## config.mk

```make
export PLATFORM = sky130hd
export DESIGN_NAME = serial_addsub_seq
export DESIGN_NICKNAME = d
export VERILOG_FILES = /design/src/rtl/serial_addsub_seq.sv
export SDC_FILE = /design/constraint.sdc
export NUM_CORES = 1
export LEC_CHECK = 0
export CAP_MARGIN = 20
export CORE_UTILIZATION = 35
export CTS_CLUSTER_DIAMETER = 30
export CTS_CLUSTER_SIZE = 24
export DETAILED_ROUTE_END_ITERATION = 12
export HOLD_SLACK_MARGIN = 0.06
export SLEW_MARGIN = 10
export SYNTH_ARGS = -nofsm -noshare
export SYNTH_HDL_FRONTEND = slang
export SYNTH_SLANG_ARGS = --single-unit
```

## constraint.sdc

```tcl
create_clock -name clk -period 2.2 [get_ports clk]
set_input_delay 0.33 -clock clk [delete_from_list [all_inputs] [get_ports clk]]
set_output_delay 0.33 -clock clk [all_outputs]
set_load 0.02 [all_outputs]
```

## src/rtl/serial_addsub_seq.sv

```systemverilog
// Bit-serial WIDTH-bit add/subtract: one LSB-first bit pair per clock through a 1-bit full adder/subtractor slice.
// Latency: start sampled at edge k, done pulses in the cycle after edge k+WIDTH; busy is high for WIDTH cycles.
// Backpressure: none; start is accepted only in IDLE or DONE and ignored while busy.
//
// Ports:
//   clk, rst          rising-edge clock, asynchronous active-high reset
//   start, op, a, b   request, 0=add/1=sub, operands (sampled together with start)
//   busy, done        processing indicator, one-cycle completion pulse
//   result, cout, ovf sum/difference mod 2^WIDTH, carry/borrow out of MSB, signed overflow
module serial_addsub_seq #(
  parameter int WIDTH = 8
) (
  input  logic             clk,
  input  logic             rst,
  input  logic             start,
  input  logic             op,
  input  logic [WIDTH-1:0] a,
  input  logic [WIDTH-1:0] b,
  output logic             busy,
  output logic             done,
  output logic [WIDTH-1:0] result,
  output logic             cout,
  output logic             ovf
);

  localparam int CW = (WIDTH > 1) ? $clog2(WIDTH) : 1;
  localparam logic [CW-1:0] LAST = CW'(WIDTH - 1);

  typedef enum logic [1:0] {IDLE, RUN, DONE} state_t;

  state_t           state;
  logic [WIDTH-1:0] a_sr;
  logic [WIDTH-1:0] b_sr;
  logic [WIDTH-1:0] acc;
  logic             op_r;
  logic             c;
  logic [CW-1:0]    cnt;

  logic             x;
  logic             y;
  logic             s;
  logic             cn;
  logic [WIDTH-1:0] acc_nxt;

  // The single arithmetic slice. Sum and difference bits share the same XOR;
  // only the carry/borrow generation differs.
  always_comb begin
    x       = a_sr[0];
    y       = b_sr[0];
    s       = x ^ y ^ c;
    cn      = op_r ? ((~x & y) | (~(x ^ y) & c))
                   : ((x & y) | (x & c) | (y & c));
    // Right-shifting into the MSB leaves bit 0 in position 0 after WIDTH shifts.
    acc_nxt = {s, acc[WIDTH-1:1]};
  end

  always_ff @(posedge clk or posedge rst) begin
    if (rst) begin
      state  <= IDLE;
      a_sr   <= '0;
      b_sr   <= '0;
      acc    <= '0;
      op_r   <= 1'b0;
      c      <= 1'b0;
      cnt    <= '0;
      busy   <= 1'b0;
      done   <= 1'b0;
      result <= '0;
      cout   <= 1'b0;
      ovf    <= 1'b0;
    end else begin
      case (state)
        IDLE, DONE: begin
          done <= 1'b0;
          if (start) begin
            a_sr  <= a;
            b_sr  <= b;
            op_r  <= op;
            c     <= 1'b0;
            cnt   <= '0;
            acc   <= '0;
            busy  <= 1'b1;
            state <= RUN;
          end else begin
            state <= IDLE;
          end
        end
        RUN: begin
          a_sr <= a_sr >> 1;
          b_sr <= b_sr >> 1;
          acc  <= acc_nxt;
          c    <= cn;
          if (cnt == LAST) begin
            // c is the carry/borrow into the MSB here, cn the one out of it.
            result <= acc_nxt;
            cout   <= cn;
            ovf    <= c ^ cn;
            done   <= 1'b1;
            busy   <= 1'b0;
            state  <= DONE;
          end else begin
            cnt <= cnt + 1'b1;
          end
        end
        default: state <= IDLE;
      endcase
    end
  end

endmodule

```

==> impl_metrics.env <==
export IMPL_grt_setup_unrepaired="no"
export IMPL_cp_top_family="simple AND/OR/NAND/NOR gates"
export IMPL_ctsLongestPathBuffers=2
export IMPL_dr_total_vias=1136
export IMPL_final_area_mm2=0.00221
export IMPL_drt_iter0_markers=53
export IMPL_clk_pin_slew_ns=0.08
export IMPL_die_h_um=72.5
export IMPL_r2r_slack_ns=0.44
export IMPL_cts_buffers=5
export IMPL_sw_frac_of_total_pct=34.7
export IMPL_clk_latency_ns=0.29
export IMPL_tritoncts="built"
export IMPL_endpoint_kind="flip-flop"
export IMPL_slew_headroom_pct=40.4
export IMPL_arrival_ns=1.93
export IMPL_rr_endpoint="result[7]"
export IMPL_cp_required_ns=2.37
export IMPL_synth_seq_cells=42
export IMPL_fin_crit_sh_pct=79.9
export IMPL_min_period_ns=1.76
export IMPL_leakage_nw=1.08
export IMPL_ys_warn_count=0
export IMPL_rows=25
export IMPL_cp_start_kind="flip-flop"
export IMPL_grt_max_degree=25
export IMPL_ctsResizeCount=0
export IMPL_antenna_found_initial=0
export IMPL_grt_use_total_pct=14.0
export IMPL_placed_cells=226
export IMPL_nets=190
export IMPL_routedWlPerCell_um=13.5
export IMPL_worstHoldPathType="input pin to asynchronous set/reset pin"
export IMPL_drv_slew=0
export IMPL_path_cells="ha_1 > ha_1 > nand3b_1 > mux2_1"
export IMPL_ir_worst_vdd_uv=440
export IMPL_cellPowerDensity_mw_per_mm2=1390
export IMPL_cts_sinks=42
export IMPL_ioPinCount=32
export IMPL_drt_wl_total_um=3150
export IMPL_p_total_mw=3.06
export IMPL_cpPeakStageDelay_ns=0.44
export IMPL_final_util_pct=46.4
export IMPL_n_fill_cell=456
export IMPL_pre_cts_ws_ns=0.271
export IMPL_clkPwrFrac_pct=16.6
export IMPL_firstDrtPassIters=4
export IMPL_final_cells=234
export IMPL_worst_path_max_delay_cell="nand3b_1"
export IMPL_whs_ns=0.376
export IMPL_seqPwrFrac_pct=42.9
export IMPL_ff_latch_area_mm2=0.00105
export IMPL_gp_congestion=0.741
export IMPL_drc=0
export IMPL_finalSetupViolations=0
export IMPL_io_buffers=31
export IMPL_h_tree_depth=2
export IMPL_vias_per_cell=4.85
export IMPL_finalClockSkew_ns=0.00682
export IMPL_coreArea_mm2=0.00475
export IMPL_initial_core_util_pct=36.6
export IMPL_syn_area_per_cell_um2=13.1
export IMPL_max_cap_violations=0
export IMPL_post_cts_buffers=0
export IMPL_gr_total_overflow=0
export IMPL_grt_pass1_wl_um=5480
export IMPL_ctsHoldBuffers=0
export IMPL_p_sw_mw=1.06
export IMPL_fmax_mhz=569
export IMPL_die_w_um=72.5
export IMPL_critical_path_buf_inv_count=0
export IMPL_drtAntennaViolNets=0
export IMPL_drive_gt1_share_pct=10.2
export IMPL_syn_area_mm2=0.00174
export IMPL_critPathKind="flip-flop to flip-flop"
export IMPL_timing_final_ws_setup_ns=0.442
export IMPL_rr_startpoint="cnt[0]"
export IMPL_syn_nets=157
export IMPL_pwr_share_comb_pct=40.4
export IMPL_grt_pass1_vias=1164
export IMPL_cts_root_buf="clkbuf_8"
export IMPL_seq_area_frac_synth_pct=60.5
export IMPL_areaGrowthSynthToFinish_pct=26.9
export IMPL_status="finished clean"
export IMPL_syn_inst=133
export IMPL_path_common_cell="ha_1"
export IMPL_fin_setup_tns_ns=0
export IMPL_post_dp_hpwl_um=2160
export IMPL_r2r_cells=4
export IMPL_worst_path_max_fanout=13
export IMPL_diodes=0
export IMPL_die_area_mm2=0.00525
export IMPL_hold_viol=0
export IMPL_multi_input_area_um2=613
export IMPL_worst_slew_pin_slew_ns=0.893
export IMPL_internal_power_mw=2.00
export IMPL_synthDistinctLibCells=28
export IMPL_postPlaceCellArea_mm2=0.00211
[sequential cells by signal, indices dropped and copies added, names as in the netlist]
register	count
b_sr	8
done	1
state	2
a_sr	8
c	1
cnt	3
cout	1
acc	7
op_r	1
busy	1
ovf	1
result	8
[power by group through the flow]
| stage | Clock [mW] | Sequential (mW) | Combinational (mW) |
|---|---|---|---|
| 2_1_floorplan | 0 | 1.38 | 0.829 |
| 6_report | 0.509 | 1.31 | 1.24 |
| 3_3_place_gp | 0 | 1.31 | 1.20 |
| 4_1_cts | 0.526 | 1.32 | 1.26 |
| 5_1_grt | 0.560 | 1.36 | 1.37 |
| 3_5_place_dp | 0 | 1.33 | 1.26 |
[cell type report]
type | instances | share of cell area, %
Tap cell | 67 | 3.80
Inverter | 7 | 1.19
Timing Repair Buffer | 35 | 15.4
Multi-Input combinational cell | 75 | 27.8
Sequential cell | 42 | 47.6
Clock buffer | 7 | 3.91
Clock inverter | 1 | 0.227
[Yosys cell counts]
master	instances	area, µm²
dfrtp_1	42	1050
a22o_1	22	193
a21o_1	12	90.1
inv_1	7	26.3
nand2_1	7	26.3
mux2_1	6	67.6
buf_2	4	20.0
mux2_2	3	33.8
nand3_1	3	15.0
o21ai_1	3	15.0
a221o_1	2	20.0
clkbuf_1	2	7.51
fa_1	2	40.0
ha_1	2	25.0
nor2_1	2	7.51
nor3_1	2	10.0
buf_1	1	3.75
buf_4	1	7.51
buf_6	1	11.3
mux2i_1	1	10.0
nand2b_1	1	6.26
nand3b_1	1	7.51
nor2_2	1	6.26
nor2b_1	1	6.26
nor2b_2	1	8.76
o21ai_0	1	5.00
or3b_1	1	8.76
xnor2_1	1	8.76
[cell families after synthesis]
logic type,share of synthesized area (%)
XOR/XNOR,0.504
flip-flops,60.5
adder cells (fa/ha/maj),3.74
buffers and inverters,4.39
multiplexers,6.41
AND/OR/NAND/NOR,5.90
AO/OA/AOI/OAI,18.6
[layout by cell type, fill, tap and decap left out]
| cell | n |
|---|---|
| dfrtp_1 | 42 |
| ha_1 | 2 |
| nor2_2 | 1 |
| a22o_1 | 22 |
| or3b_1 | 1 |
| clkbuf_1 | 1 |
| nand3b_1 | 1 |
| clkbuf_8 | 6 |
| o21ai_1 | 3 |
| xnor2_1 | 1 |
| nand2b_1 | 1 |
| clkdlybuf4s50_1 | 31 |
| nor2_1 | 2 |
| clkinv_2 | 1 |
| fa_1 | 2 |
| buf_4 | 4 |
| mux2_2 | 3 |
| a21o_1 | 12 |
| o21ai_0 | 1 |
| mux2_1 | 6 |
| nor2b_2 | 2 |
| inv_1 | 7 |
| a221o_1 | 2 |
| nand2_1 | 7 |
| nor3_1 | 2 |
| nand3_1 | 3 |
| mux2i_1 | 1 |
[worst register-to-register path, delay by kind of cell (launching register included)]
family	cells	cell delay (ns)
flops	1	0.41
simple gates	1	0.44
fa+ha+maj	2	0.40
mux	1	0.39
[worst max-delay path by stage]
stage | slack, ns | startpoint | cells past startpoint | end
after floorplan | 0.65 | cnt[0] | 5 | cout
after CTS | 0.40 | cnt[0] | 4 | result[2]
after detailed placement | 0.27 | start | 4 | c
after global routing | 0.32 | cnt[0] | 4 | result[4]
final | 0.44 | cnt[0] | 4 | result[7]
after global placement | 0.30 | start | 4 | c
[per-layer routing]
metal,up-vias,wire length (µm),share of wire [%],global-route usage [%]
li1,535,-,-,-
met1,560,1420,45,17.3
met2,37,1500,48,22.7
met3,4,186,5.9,4.31
met4,0,45,1.4,5.88
met5,-,0,0,0
No activity file was read; power rests on OpenSTA's default activity.
